File: src/rtl/uart_tx_arbiter.sv
`default_nettype none
// ============================================================================
// Module   : uart_tx_arbiter
// Purpose  : Round-robin arbiter sharing one 8N1 UART TX line among requesters
// Revision : 1.0 - initial release
// ============================================================================
module uart_tx_arbiter #(
   parameter int NUM_REQ      = 4,
   parameter int ID_W         = 2,
   parameter int CLKS_PER_BIT = 10417
) (
   input  logic                   clk,
   input  logic                   rst_n,
   input  logic [NUM_REQ-1:0]     i_req_valid,
   input  logic [8*NUM_REQ-1:0]   i_req_data,
   output logic [NUM_REQ-1:0]     o_ack,
   output logic [ID_W-1:0]        o_active_id,
   output logic                   o_busy,
   output logic                   o_frame_done,
   output logic                   o_tx
);

   localparam int                c_cnt_w   = (CLKS_PER_BIT > 1) ? $clog2(CLKS_PER_BIT) : 1;
   localparam logic [c_cnt_w-1:0] c_cnt_max = c_cnt_w'(CLKS_PER_BIT - 1);

   typedef enum logic [1:0] {
      S_IDLE  = 2'd0,
      S_START = 2'd1,
      S_DATA  = 2'd2,
      S_STOP  = 2'd3
   } state_t;

   state_t               r_state,     w_state_nxt;
   logic [c_cnt_w-1:0]   r_cnt,       w_cnt_nxt;
   logic [2:0]           r_bit_idx,   w_bit_idx_nxt;
   logic [7:0]           r_shift,     w_shift_nxt;
   logic [ID_W-1:0]      r_last,      w_last_nxt;
   logic [ID_W-1:0]      r_active_id, w_active_id_nxt;
   logic [NUM_REQ-1:0]   r_ack,       w_ack_nxt;
   logic                 r_tx,        w_tx_nxt;

   logic                 w_bit_end;
   logic                 w_found;
   logic [ID_W-1:0]      w_grant_idx;
   logic [7:0]           w_grant_byte;

   function automatic logic [ID_W-1:0] f_rr_idx(input logic [ID_W-1:0] last_id, input int step);
      return ID_W'((int'(last_id) + step) % NUM_REQ);
   endfunction

   // Scan farthest-to-nearest so the candidate closest after r_last wins.
   always_comb begin
      w_found     = 1'b0;
      w_grant_idx = '0;
      for (int k = NUM_REQ; k >= 1; k--) begin
         if (i_req_valid[f_rr_idx(r_last, k)]) begin
            w_found     = 1'b1;
            w_grant_idx = f_rr_idx(r_last, k);
         end
      end
   end

   always_comb begin
      w_grant_byte = '0;
      for (int i = 0; i < NUM_REQ; i++) begin
         if (w_grant_idx == ID_W'(i)) begin
            w_grant_byte = i_req_data[8*i +: 8];
         end
      end
   end

   assign w_bit_end = (r_cnt == c_cnt_max);

   always_comb begin
      w_state_nxt     = r_state;
      w_cnt_nxt       = (w_bit_end) ? '0 : r_cnt + c_cnt_w'(1);
      w_bit_idx_nxt   = r_bit_idx;
      w_shift_nxt     = r_shift;
      w_last_nxt      = r_last;
      w_active_id_nxt = r_active_id;
      w_ack_nxt       = '0;
      w_tx_nxt        = 1'b1;

      case (r_state)
         S_IDLE: begin
            w_cnt_nxt = '0;
            if (w_found) begin
               w_ack_nxt[w_grant_idx] = 1'b1;
               w_shift_nxt            = w_grant_byte;
               w_active_id_nxt        = w_grant_idx;
               w_last_nxt             = w_grant_idx;
               w_bit_idx_nxt          = '0;
               w_state_nxt            = S_START;
            end
         end
         S_START: begin
            if (w_bit_end) begin
               w_bit_idx_nxt = '0;
               w_state_nxt   = S_DATA;
            end
         end
         S_DATA: begin
            if (w_bit_end) begin
               w_shift_nxt = {1'b0, r_shift[7:1]};
               if (r_bit_idx == 3'd7) begin
                  w_state_nxt = S_STOP;
               end else begin
                  w_bit_idx_nxt = r_bit_idx + 3'd1;
               end
            end
         end
         S_STOP: begin
            if (w_bit_end) begin
               w_state_nxt = S_IDLE;
            end
         end
         default: w_state_nxt = S_IDLE;
      endcase

      // Line level is registered from the next state so o_tx never glitches.
      case (w_state_nxt)
         S_START: w_tx_nxt = 1'b0;
         S_DATA:  w_tx_nxt = w_shift_nxt[0];
         default: w_tx_nxt = 1'b1;
      endcase
   end

   always_ff @(posedge clk or negedge rst_n) begin
      if (!rst_n) begin
         r_state     <= S_IDLE;
         r_cnt       <= '0;
         r_bit_idx   <= '0;
         r_shift     <= '0;
         r_last      <= ID_W'(NUM_REQ - 1);
         r_active_id <= '0;
         r_ack       <= '0;
         r_tx        <= 1'b1;
      end else begin
         r_state     <= w_state_nxt;
         r_cnt       <= w_cnt_nxt;
         r_bit_idx   <= w_bit_idx_nxt;
         r_shift     <= w_shift_nxt;
         r_last      <= w_last_nxt;
         r_active_id <= w_active_id_nxt;
         r_ack       <= w_ack_nxt;
         r_tx        <= w_tx_nxt;
      end
   end

   assign o_ack        = r_ack;
   assign o_active_id  = r_active_id;
   assign o_busy       = (r_state != S_IDLE);
   assign o_frame_done = (r_state == S_STOP) && w_bit_end;
   assign o_tx         = r_tx;

endmodule
`default_nettype wire

File: config.mk
export PLATFORM = sky130hd
export DESIGN_NAME = uart_tx_arbiter
export DESIGN_NICKNAME = d
export VERILOG_FILES = /design/src/rtl/uart_tx_arbiter.sv
export SDC_FILE = /design/constraint.sdc
export NUM_CORES = 1
export LEC_CHECK = 0
export ABC_AREA = 1
export CAP_MARGIN = 25
export CORE_UTILIZATION = 35
export CTS_CLUSTER_SIZE = 14
export DETAILED_ROUTE_END_ITERATION = 16
export SYNTH_ARGS = -nofsm -noshare
export SYNTH_HDL_FRONTEND = slang
export SYNTH_SLANG_ARGS = --single-unit
File: constraint.sdc
create_clock -name clk -period 2.2 [get_ports clk]
set_input_delay 0.44 -clock clk [delete_from_list [all_inputs] [get_ports clk]]
set_output_delay 0.44 -clock clk [all_outputs]
set_load 0.02 [all_outputs]
==> parameters.txt <==
Parameter                              Value

Synthesis
  Count of different cell masters after synthesis    35
  Summed instance area of the synthesized netlist    between 2000 and 2500 sq um
  Mean cell area of the mapped netlist    7.338 sq um
  Flip-flop and latch count after synthesis    36
  Cells taking the most area after synthesis    sky130_fd_sc_hd__dfrtp_1 (37%), sky130_fd_sc_hd__nand2_1 (12%), sky130_fd_sc_hd__inv_1 (6.8%)
  Count of flip-flops with a built-in enable after synthesis    0
  Seq/Total Area, Yosys    40.69%
  Cell count after synthesis    303
  Post-synthesis async set-or-reset flop share    100.0%
  Cell accounting for the most synthesized area    sky130_fd_sc_hd__dfrtp_1
  Top cell type's share of synthesized area    37.14%
  Most frequently used flop master after synthesis    sky130_fd_sc_hd__dfrtp_1
  Nets in the synthesized netlist    345
  Yosys warns    0

STA
  Clock period minus final worst setup slack    2108 ps
  Worst clock skew on the final layout    12.83 ps
  Relative slew slack    70.34%
  Unrepaired setup endpoints after global routing    yes
  Hold Vio Cnt, Final    0
  Final number of max-transition violations    0
  Final setup violation count    0
  Final worst-path cycle share    95.80%
  Post-route worst setup slack    92.35 ps
  Worst slew pin tran    444.9 ps
  Peak clock frequency supported by timing    0.4745 GHz
  Worst hold slack after final layout    between 400 and 500 ps

Global routing
  First-pass GRT wire length    8.894 mm
  Most used routing layer    met2
  Met3 usage    5.111%
  Number of antenna violations at the first check in global routing    0
  GRT Resource Usage Total    17.72%
  GRT overflow    0
  Met2 Usage GRT    30.50%
  Global Route met1 Usage    21.27%
  Vias in the first global route    2,086
  Maximum number of pins on one net before global-route repair    37

Drt
  Vias after detailed routing    2,177
  Drt wl/cell    11.49 um
  Total wire length    between 5 and 6 mm
  Drt first pass iters    4
  Number of nets with antenna violations after detailed routing    0
  Via density    4.774
  DRC marker count from the first detailed-route iteration    roughly 160
  Number of design rule violations left after detail routing    0

Power
  Switching power of the nets    roughly 0.00033 W
  Combinational Power Share    13.6%
  Power after layout    0.001440 W
  Worst ir drop on vdd    0.3177 mV
  Relative contribution of the clock network to total power    about two fifths
  Power density over the cells    458.5 nW/um^2
  Switching power as a share of total power    23.22%
  Seq pwr share    between 40% and 50%
  Internal power component    roughly 0.0011 W
  Leakage power    around 1.5 nW

Floorplanning
  Ports    47
  Die area    6675 sq um
  Core region area    6026 sq um
  Row count    28
  Die X    81.70 um
  Initial cell density of the core    36.90%
  DIE HEIGHT    a little over 80 um

Clock tree
  Number of buffers on the longest clock path    2
  Number of clock buffers inserted by TritonCTS    5
  Clock tree from TritonCTS    built
  Number of hold buffers added after cts    0
  Root buffer selected by CTS    sky130_fd_sc_hd__clkbuf_8
  Count of clock tree sinks    36
  H-tree level count    2
  Clock-pin transition on the worst setup and hold timing paths    about 80 ps
  Insertion delay of the later-clocked pin in the worst-skew pair    300 ps

Outcome
  Run status    finished, final reports clean

Place
  Routability congestion estimate    0.8020
  Count of port buffers added during placement    46
  DP Cell Count    444
  Worst setup slack after placement    -218.4 ps
  HPWL Detailed    between 4 and 5 mm

Setup path
  Reg2Reg Capture Point    r_shift[4]
  Launch point of the worst reg-to-reg path    r_last[0]
  Arrival time worst endpoint    ~2300 ps
  Category of the worst setup path capture point    register
  Type of the worst setup path    register to register
  Maximum fanout encountered on the critical timing path    9
  CP startpoint kind    register
  Worst reg2reg path depth    12
  Data required, critical path    2370 ps
  Setup slack, reg-to-reg    90 ps

Worst hold path
  Startpoint of the lowest-slack hold path    r_shift[7]
  Type of the tightest min-delay check    register to register
  Hold Crit Endpoint    r_shift[7]
  Worst Hold Depth    2

Final layout
  Fin util    a little over half
  Fill cell total of the finished layout    ~610
  Net count reported at finish    ~420
  Post-route non-filler standard cell count    456
  Fraction of final layout cells sized beyond drive strength 1    19.95%
  Antenna fix cells    0
  Synthesis-to-layout area growth    41.31%

Job
  Number of violations of the max-capacitance limit    0
## worst max path at each step
stage,cells after the start,slack (ps),end,start
CTS,7,20,o_frame_done,r_cnt[0]
global placement,15,-120,r_shift[5],i_req_valid[3]
floorplan,14,320,r_shift[6],r_last[0]
finish,12,90,r_shift[4],r_last[0]
detailed placement,15,-220,o_tx,i_req_valid[1]
global route,14,-40,r_shift[5],r_last[0]
## routing by layer
layer | part of all wire (%) | routed length, um
met1 | 46 | 2395
met2 | 48 | 2502
met3 | 5.3 | 278
met4 | 1.2 | 65
met5 | 0 | 0
## layout by cell type, fill, tap and decap left out, types with 5 or more instances in the layout
cell,instances
sky130_fd_sc_hd__nand3_1,17
sky130_fd_sc_hd__clkbuf_8,5
sky130_fd_sc_hd__o21ai_1,19
sky130_fd_sc_hd__nor3_1,7
sky130_fd_sc_hd__nand4_1,5
sky130_fd_sc_hd__buf_4,26
sky130_fd_sc_hd__nand2_2,15
sky130_fd_sc_hd__or2_1,6
sky130_fd_sc_hd__nor2_1,21
sky130_fd_sc_hd__a21oi_1,13
sky130_fd_sc_hd__inv_1,39
sky130_fd_sc_hd__o21ai_0,17
sky130_fd_sc_hd__clkdlybuf4s50_1,45
sky130_fd_sc_hd__nand2_1,65
sky130_fd_sc_hd__dfrtp_1,33
## area by class of cell
type	count	area [sq um]	share of cell area [%]
Inverter	46	177.7	5.655
Clock buffer	5	68.82	2.190
Clock inverter	3	42.54	1.354
Timing Repair Buffer	74	690.7	21.98
Sequential cell	36	904.6	28.79
Multi-Input combinational cell	217	1164	37.04
Tap cell	75	93.84	2.987
## critical path, cell delays in order, from the launching register on
cell	delay, ps
sky130_fd_sc_hd__dfstp_2	600
sky130_fd_sc_hd__buf_4	130
sky130_fd_sc_hd__nand2_1	50
sky130_fd_sc_hd__nand2_2	120
sky130_fd_sc_hd__nand2_2	80
sky130_fd_sc_hd__buf_4	160
sky130_fd_sc_hd__inv_1	80
sky130_fd_sc_hd__a21oi_4	50
sky130_fd_sc_hd__buf_12	140
sky130_fd_sc_hd__buf_4	150
sky130_fd_sc_hd__o21ai_1	130
sky130_fd_sc_hd__a21oi_1	90
sky130_fd_sc_hd__or2_1	200
## sequential cells by signal, indices dropped and copies added, names as in the netlist
signal	cells
o_ack	4
o_active_id	2
o_tx	1
r_bit_idx	3
r_cnt	14
r_last	2
r_shift	8
r_state	2
## power by group through the flow
stage | Clock [W] | Sequential, W | Combinational, W
after global placement | 0 | 0.000676 | 0.000185
after floorplan | 0 | 0.000676 | 0.0000723
after detailed placement | 0 | 0.000676 | 0.000184
after CTS | 0.000595 | 0.000663 | 0.000185
final | 0.000582 | 0.000663 | 0.000196
after global routing | 0.000625 | 0.000663 | 0.000217
## repair_timing
action | in CTS | in global routing
hold endpoints to repair | 0 | 0
endpoints found under the setup margin | 1 | 13
cloned | 0 | 2
buffers inserted | 0 | 2
pin swaps | 0 | 6
gates resized for setup | 4 | 18
## cells in the mapped netlist (4+ instances only)
library cell / number
sky130_fd_sc_hd__nand2_1: 70
sky130_fd_sc_hd__nand3_1: 18
sky130_fd_sc_hd__o22ai_1: 4
sky130_fd_sc_hd__a21oi_1: 13
sky130_fd_sc_hd__dfrtp_1: 33
sky130_fd_sc_hd__inv_2: 5
sky130_fd_sc_hd__nand4_1: 5
sky130_fd_sc_hd__nor2_1: 22
sky130_fd_sc_hd__nor3_1: 7
sky130_fd_sc_hd__ha_1: 4
sky130_fd_sc_hd__inv_1: 40
sky130_fd_sc_hd__nand2_2: 11
sky130_fd_sc_hd__or2_1: 6
sky130_fd_sc_hd__o21ai_0: 19
sky130_fd_sc_hd__o21ai_1: 18
## per-stage QoR
step           TNS, ps  instance area [sq um]
2_1_floorplan        0                   2223
3_3_place_gp    -976.0                   2949
3_5_place_dp     -1253                   2949
4_1_cts              0                   3068
5_1_grt         -141.6                   3142
6_report             0                   3142
## cells by family after synthesis
| group | after synthesis | share of synthesized area [%] |
|---|---|---|
| AND/OR/NAND/NOR | 147 | 30.22 |
| AO/OA/AOI/OAI | 61 | 15.70 |
| buffers and inverters | 52 | 9.960 |
| flip-flops | 36 | 40.69 |
| adder cells (fa/ha/maj) | 4 | 2.251 |
| XOR/XNOR | 3 | 1.182 |
Note: power is estimated with default switching activity, not from simulation.
